### src/rtl/tree_pkg.sv
// Shared widths, node-word field layout and loader state encoding for tree_loader.
// TREE_LOADER_PARENT_CHECK_EN adds the DRAIN state used by the parent check.
package tree_pkg;

    localparam int MAX_NODES = 1024;
    localparam int W_ADDR    = 10;
    localparam int W_CONF    = 11;
    localparam int W_ACTION  = 3;
    localparam int W_REWARD  = 12;
    localparam int W_WEIGHT  = 7;
    localparam int W_DATA    = W_REWARD;

    // Node-word field positions (LSB of each field)
    localparam int PAR_LSB = 22;
    localparam int ACT_LSB = 19;
    localparam int REW_LSB = 7;
    localparam int WGT_LSB = 0;

    typedef struct packed {
        logic [W_ADDR-1:0]   parent;
        logic [W_ACTION-1:0] action;
        logic [W_REWARD-1:0] reward;
        logic [W_WEIGHT-1:0] weight;
    } node_word_t;

`ifdef TREE_LOADER_PARENT_CHECK_EN
    typedef enum logic [3:0] {
        S_IDLE, S_CONF, S_NODE_WAIT, S_E_PAR, S_E_ACT, S_E_REW, S_E_WGT, S_DONE, S_DRAIN
    } state_t;
`else
    typedef enum logic [3:0] {
        S_IDLE, S_CONF, S_NODE_WAIT, S_E_PAR, S_E_ACT, S_E_REW, S_E_WGT, S_DONE
    } state_t;
`endif

endpackage

### src/rtl/tree_loader_if.sv
// Valid/ready stream carrying the header beat followed by packed node words.
interface tree_loader_if;
    logic        s_valid;
    logic        s_ready;
    logic [31:0] s_data;

    modport master (output s_valid, output s_data, input  s_ready);
    modport slave  (input  s_valid, input  s_data, output s_ready);
endinterface

### src/rtl/tree_node_unpack.sv
// Splits a node word into its four fields, each zero-extended to the mem_data width.
module tree_node_unpack
    import tree_pkg::*;
(
    input  logic [31:0]       word,
    output logic [W_DATA-1:0] parent,
    output logic [W_DATA-1:0] action,
    output logic [W_DATA-1:0] reward,
    output logic [W_DATA-1:0] weight
);
    assign parent = W_DATA'(word[PAR_LSB +: W_ADDR]);
    assign action = W_DATA'(word[ACT_LSB +: W_ACTION]);
    assign reward = W_DATA'(word[REW_LSB +: W_REWARD]);
    assign weight = W_DATA'(word[WGT_LSB +: W_WEIGHT]);
endmodule

### src/rtl/tree_loader.sv
// Replays a framed node stream onto the tree engine's one-field-per-cycle load port.
// Optional TREE_LOADER_PARENT_CHECK_EN: forward-pointing parents abort the load and drain the frame.
module tree_loader
    import tree_pkg::*;
(
    input  logic              clk,
    input  logic              rst,
    tree_loader_if.slave      s,
    output logic              conf_nodes,
    output logic [W_CONF-1:0] conf_data,
    output logic              mem_par,
    output logic              mem_act,
    output logic              mem_rew,
    output logic              mem_weight,
    output logic [W_ADDR-1:0] mem_addr,
    output logic [W_DATA-1:0] mem_data,
    output logic              tv_rst,
    output logic              load_done,
    output logic              err
);
    state_t            state, state_n;
    logic [W_ADDR-1:0] addr_q, addr_n, last_q, last_n;
    node_word_t        word_q, word_n;
    logic              s_ready_q, s_ready_n;
    logic              conf_nodes_n, mem_par_n, mem_act_n, mem_rew_n, mem_weight_n;
    logic              tv_rst_n, load_done_n, err_n;
    logic [W_CONF-1:0] conf_data_n;
    logic [W_ADDR-1:0] mem_addr_n;
    logic [W_DATA-1:0] mem_data_n;

    logic              acc;
    logic [W_CONF-1:0] hdr_cnt;
    logic [31:0]       cur_word;
    logic [W_DATA-1:0] f_par, f_act, f_rew, f_wgt;

    assign acc      = s.s_valid & s_ready_q;
    assign hdr_cnt  = s.s_data[W_CONF-1:0];
    assign s.s_ready = s_ready_q;
    // Outputs are registered from the next state, so the accepting cycle must see the live word.
    assign cur_word = acc ? s.s_data : word_q;

    tree_node_unpack u_unpack (
        .word   (cur_word),
        .parent (f_par),
        .action (f_act),
        .reward (f_rew),
        .weight (f_wgt)
    );

    always_comb begin
        state_n      = state;
        addr_n       = addr_q;
        last_n       = last_q;
        word_n       = word_q;
        conf_nodes_n = 1'b0;
        mem_par_n    = 1'b0;
        mem_act_n    = 1'b0;
        mem_rew_n    = 1'b0;
        mem_weight_n = 1'b0;
        load_done_n  = 1'b0;
        conf_data_n  = conf_data;
        mem_addr_n   = mem_addr;
        mem_data_n   = mem_data;
        tv_rst_n     = tv_rst;
        err_n        = err;
        case (state)
            S_IDLE: if (acc) begin
                if (hdr_cnt == '0 || hdr_cnt > W_CONF'(MAX_NODES)) begin
                    err_n = 1'b1;
                end else begin
                    last_n       = W_ADDR'(hdr_cnt - W_CONF'(1));
                    tv_rst_n     = 1'b1;
                    conf_nodes_n = 1'b1;
                    conf_data_n  = hdr_cnt;
                    state_n      = S_CONF;
                end
            end
            S_CONF: begin
                addr_n  = '0;
                state_n = S_NODE_WAIT;
            end
            S_NODE_WAIT: if (acc) begin
                word_n     = s.s_data;
                mem_par_n  = 1'b1;
                mem_addr_n = addr_q;
                mem_data_n = f_par;
                state_n    = S_E_PAR;
`ifdef TREE_LOADER_PARENT_CHECK_EN
                // Decided at accept time so the whole node, mem_par included, is suppressed.
                if (addr_q != '0 && f_par[W_ADDR-1:0] >= addr_q) begin
                    err_n      = 1'b1;
                    mem_par_n  = 1'b0;
                    mem_addr_n = mem_addr;
                    mem_data_n = mem_data;
                    state_n    = (addr_q == last_q) ? S_IDLE : S_DRAIN;
                end
`endif
            end
            S_E_PAR: begin
                mem_act_n  = 1'b1;
                mem_addr_n = addr_q;
                mem_data_n = f_act;
                state_n    = S_E_ACT;
            end
            S_E_ACT: begin
                mem_rew_n  = 1'b1;
                mem_addr_n = addr_q;
                mem_data_n = f_rew;
                state_n    = S_E_REW;
            end
            S_E_REW: begin
                mem_weight_n = 1'b1;
                mem_addr_n   = addr_q;
                mem_data_n   = f_wgt;
                state_n      = S_E_WGT;
            end
            S_E_WGT: begin
                if (addr_q == last_q) begin
                    load_done_n = 1'b1;
                    tv_rst_n    = 1'b0;
                    state_n     = S_DONE;
                end else begin
                    addr_n  = addr_q + W_ADDR'(1);
                    state_n = S_NODE_WAIT;
                end
            end
            S_DONE: state_n = S_IDLE;
`ifdef TREE_LOADER_PARENT_CHECK_EN
            S_DRAIN: if (acc) begin
                addr_n = addr_q + W_ADDR'(1);
                if (addr_q + W_ADDR'(1) == last_q) state_n = S_IDLE;
            end
`endif
            default: state_n = S_IDLE;
        endcase
`ifdef TREE_LOADER_PARENT_CHECK_EN
        s_ready_n = (state_n == S_IDLE) || (state_n == S_NODE_WAIT) || (state_n == S_DRAIN);
`else
        s_ready_n = (state_n == S_IDLE) || (state_n == S_NODE_WAIT);
`endif
    end

    always_ff @(posedge clk or negedge rst) begin
        if (!rst) begin
            state      <= S_IDLE;
            addr_q     <= '0;
            last_q     <= '0;
            word_q     <= '0;
            s_ready_q  <= 1'b0;
            conf_nodes <= 1'b0;
            conf_data  <= '0;
            mem_par    <= 1'b0;
            mem_act    <= 1'b0;
            mem_rew    <= 1'b0;
            mem_weight <= 1'b0;
            mem_addr   <= '0;
            mem_data   <= '0;
            tv_rst     <= 1'b1;
            load_done  <= 1'b0;
            err        <= 1'b0;
        end else begin
            state      <= state_n;
            addr_q     <= addr_n;
            last_q     <= last_n;
            word_q     <= word_n;
            s_ready_q  <= s_ready_n;
            conf_nodes <= conf_nodes_n;
            conf_data  <= conf_data_n;
            mem_par    <= mem_par_n;
            mem_act    <= mem_act_n;
            mem_rew    <= mem_rew_n;
            mem_weight <= mem_weight_n;
            mem_addr   <= mem_addr_n;
            mem_data   <= mem_data_n;
            tv_rst     <= tv_rst_n;
            load_done  <= load_done_n;
            err        <= err_n;
        end
    end

endmodule

### src/flat_wrapper.sv
// flat-port wrapper written by rule: the top's interface ports become plain ports
module tree_loader_flat import tree_pkg::*;
  (clk, rst, conf_nodes, conf_data, mem_par, mem_act, mem_rew, mem_weight, mem_addr, mem_data, tv_rst, load_done, err, s_s_valid, s_s_data, s_s_ready);
  tree_loader_if s_i ();
  input  logic clk;
  input  logic rst;
  output logic conf_nodes;
  output logic [W_CONF-1:0] conf_data;
  output logic mem_par;
  output logic mem_act;
  output logic mem_rew;
  output logic mem_weight;
  output logic [W_ADDR-1:0] mem_addr;
  output logic [W_DATA-1:0] mem_data;
  output logic tv_rst;
  output logic load_done;
  output logic err;
  input wire logic [$bits(s_i.s_valid)-1:0] s_s_valid;
  input wire logic [$bits(s_i.s_data)-1:0] s_s_data;
  output wire logic [$bits(s_i.s_ready)-1:0] s_s_ready;
  assign s_i.s_valid = s_s_valid;
  assign s_i.s_data = s_s_data;
  assign s_s_ready = s_i.s_ready;
  tree_loader u_core (.clk(clk), .rst(rst), .s(s_i), .conf_nodes(conf_nodes), .conf_data(conf_data), .mem_par(mem_par), .mem_act(mem_act), .mem_rew(mem_rew), .mem_weight(mem_weight), .mem_addr(mem_addr), .mem_data(mem_data), .tv_rst(tv_rst), .load_done(load_done), .err(err));
endmodule
### config.mk
export PLATFORM = sky130hd
export DESIGN_NAME = tree_loader_flat
export DESIGN_NICKNAME = d
export VERILOG_FILES = /design/src/rtl/tree_pkg.sv /design/src/rtl/tree_loader_if.sv /design/src/rtl/tree_node_unpack.sv /design/src/rtl/tree_loader.sv /design/src/flat_wrapper.sv
export SDC_FILE = /design/constraint.sdc
export NUM_CORES = 1
export LEC_CHECK = 0
export ABC_AREA = 1
export CAP_MARGIN = 10
export CORE_UTILIZATION = 40
export CTS_BUF_LIST = sky130_fd_sc_hd__clkbuf_8
export CTS_CLUSTER_SIZE = 24
export DETAILED_ROUTE_END_ITERATION = 16
export PLACE_DENSITY_LB_ADDON = 0.2
export SLEW_MARGIN = 15
export SYNTH_ARGS = -nofsm -noshare
export SYNTH_HDL_FRONTEND = slang
export SYNTH_SLANG_ARGS = --single-unit
### constraint.sdc
create_clock -name clk -period 2.1 [get_ports clk]
set_input_delay 0.42 -clock clk [delete_from_list [all_inputs] [get_ports clk]]
set_output_delay 0.42 -clock clk [all_outputs]
set_load 0.02 [all_outputs]
==> impl_metrics.ini <==
[global_routing]
grt.total_usage_pct = 20.1
grt_pass1_wl_um = 19800
first_global_vias = 4010
antenna_found_initial = 0
grt_max_degree = 41
overflow = 0

[sta]
tightest_slew_ns = 0.502
hold_viol = 0
timing.fmax_mhz = 523
fin_setup_tns_ns = 0
layout_setup_ws_ns = 0.188
fin_crit_ns = 1.91
setup_viol = 0
rsz0062_at_grt = no
fin_crit_sh_pct = 91.1
max-slew-margin-rel_pct = 66.5
holdWs_ns = 0.00980
skew_ns = 0.00904
slew_violations = 0

[cts]
postCtsSetupBuffers = 0
clk_latency_ns = 0.37
cts_resized = 0
cts_root_buffer = clkbuf_8
cts.path.max_buffers = 2
h-tree-depth = 3
cts_tree = done
clock-sinks = 97
clk_pin_slew_worst_paths_ns = 0.09
cts-buffers-inserted = 9
ctsHoldBuffers = 0

[synthesis]
syn_avg_cell_area_um2 = 8.08
syn-num-nets = 630
yosys_register_bits = 97
synth_cell_types = 35
synth.top_cell.area_share_pct = 50.1
ys_seq_area_share_pct = 50.7
async_flop_share_pct = 100
postSynthCellCount = 593
synthMostInstantiatedCell = nand2_1
ys_warn_count = 0
syn_area_um2 = 4790
ys_top_cells_by_area = dfrtp_1, nand2_1, o21ai_0
synth_common_cells = nand2_1, dfrtp_1, inv_1
ys.flop_type = dfrtp_1
synth_edf_count = 0
synth_top_cell_by_area = dfrtp_1

[power_and_ir_drop]
leakagePower_nw = 2.94
p_int_mw = 3.68
powerDensity_nw_per_um2 = 923
ir_drop_v = 0.000393
p_sw_mw = 1.88
power_frac_comb_pct = 32.3
p_seq_share_pct = 48.2
sw_frac_of_total_pct = 33.8
power.share.clock_pct = 19.4

[final_layout]
antenna_cells = 0
drive_gt1_share_pct = 11.8
fill_cells = 1124
syn_to_final_growth_pct = 25.7
finalNetCount = 729
postLayoutCoreUtil_pct = 52.1

[critical_path]
cp_cell_sequence = clkdlybuf4s50_1
slowest_delay_ns = 0.59
start_kind = register
cp-end-kind = output port
cp.arrival_ns = 1.49
worst-path-stages = 1
ff2ff_path_depth = 9
worstSetupPathType = register to output port
worst-path-buf-inv = 1
worstPathMaxFanout = 2
cp_slowest_cell = clkdlybuf4s50_1
cpLargestDelayFamily = buffers and inverters
required_ns = 1.68

[routing]
viasPerCell = 4.90
wl_per_cell_um = 13.8
num_vias = 4118
drc = 6
drt_first_pass_iters = 11
routed_wl_um = 11600
first_iter_violations = 214
ant_nets = 0

[die]
initial_utilization_pct = 41.4
die_h_um = 111
die-area_um2 = 12400
coreArea_um2 = 11600
rows = 39
io_pins = 77
die_x_um = 111

[job]
cap_violations = 0

[place]
dpl.hpwl_um = 8650
routabilityCongestion = 0.826
io_buffers = 76
dp_slack_ns = -0.0805

[status]
status = finished, violations left
failed_checks = DRC

[worst_hold_path]
holdCritPathClass = primary input to asynchronous set/reset pin
==> registers in the layout (all words and copies together) (netlist names), 4 cells and up <==
signal,flops
u_core.state,4
u_core.addr_q,10
u_core.conf_data,11
u_core.last_q,10
u_core.word_q,31
u_core.mem_data,12
u_core.mem_addr,10
==> per-stage QoR <==
| step | power (mW) | cell area [um2] | cells |
|---|---|---|---|
| 3_5_place_dp | 4.53 | 5860 | 824 |
| 6_report | 5.57 | 6030 | 840 |
| 2_1_floorplan | 3.71 | 4790 | 593 |
| 3_3_place_gp | 4.47 | 5860 | 824 |
| 5_1_grt | 5.96 | 6030 | 840 |
| 4_1_cts | 5.62 | 6030 | 840 |
==> cells in the final DEF, fill, tap and decap left out, types with 2 or more instances in the layout <==
cell             instances
nand2_1                190
o21ai_0                 61
buf_12                   2
ha_1                     2
nor2_1                  38
o211ai_1                 8
clkbuf_8                10
nand2_4                  2
a21oi_1                 10
nand3_2                  2
nor2_2                   2
nor3_1                   9
inv_1                   70
a31oi_1                  3
o21ai_2                 19
nand3_1                 24
o21ai_1                 13
clkdlybuf4s50_1         75
dfrtp_1                 96
xor2_1                  10
clkinv_2                 2
inv_2                    4
buf_4                   32
==> worst register-to-register path: cells and delay by family (launching register included) <==
family,cells,cell delay (ns)
compound gates,1,0.14
buf+inv,2,0.19
simple gates,6,0.93
flops,1,0.38
==> layout make-up <==
cell class / instances / area, um2 / area share (%)
clock inverters: 6 / 30.0 / 0.498
repair buffers: 109 / 1030 / 17.1
inverters: 74 / 285 / 4.73
well taps: 143 / 179 / 2.97
flip-flops and latches: 97 / 2430 / 40.3
multi-input cells: 401 / 1940 / 32.1
clock buffers: 10 / 138 / 2.28
==> path summary, 6_finish.rpt <==
kind                                    start                  to  slack, ns
min                                       rst  u_core.mem_data[9]       0.01
max                             u_core.tv_rst              tv_rst       0.19
max in group asynchronous                 rst       u_core.tv_rst       1.44
max reg2reg                   u_core.state[3]  u_core.mem_data[1]       0.40
min reg2reg                u_core.mem_addr[9]  u_core.mem_addr[9]       0.49
min in group clk           u_core.mem_addr[9]  u_core.mem_addr[9]       0.49
==> power by group through the flow <==
| stage | registers [mW] | clock network [mW] | logic, mW |
|---|---|---|---|
| 4_1_cts | 2.69 | 1.12 | 1.82 |
| 2_1_floorplan | 2.93 | 0 | 0.774 |
| 6_report | 2.68 | 1.08 | 1.80 |
| 3_5_place_dp | 2.72 | 0 | 1.81 |
| 3_3_place_gp | 2.71 | 0 | 1.76 |
| 5_1_grt | 2.76 | 1.20 | 2.01 |
==> logic make-up after synthesis <==
logic type	Yosys count	share of synthesized area [%]
AOI/OAI and AO/OA	117	14.4
xor gates and xnor gates	11	2.01
adders and majority gates	2	0.522
buffers and inverters	95	8.95
DFF	97	50.7
other	1	0.0782
and+or+nand+nor	270	23.3
==> per-layer routing <==
layer	wire (um)	vias to the layer above	track usage (%)
met1	5720	1935	28.9
met2	5150	98	31.0
met4	211	0	6.85
met3	479	12	3.21
met5	0	-	0
li1	-	2073	-
(Power assumes the default switching activity.)
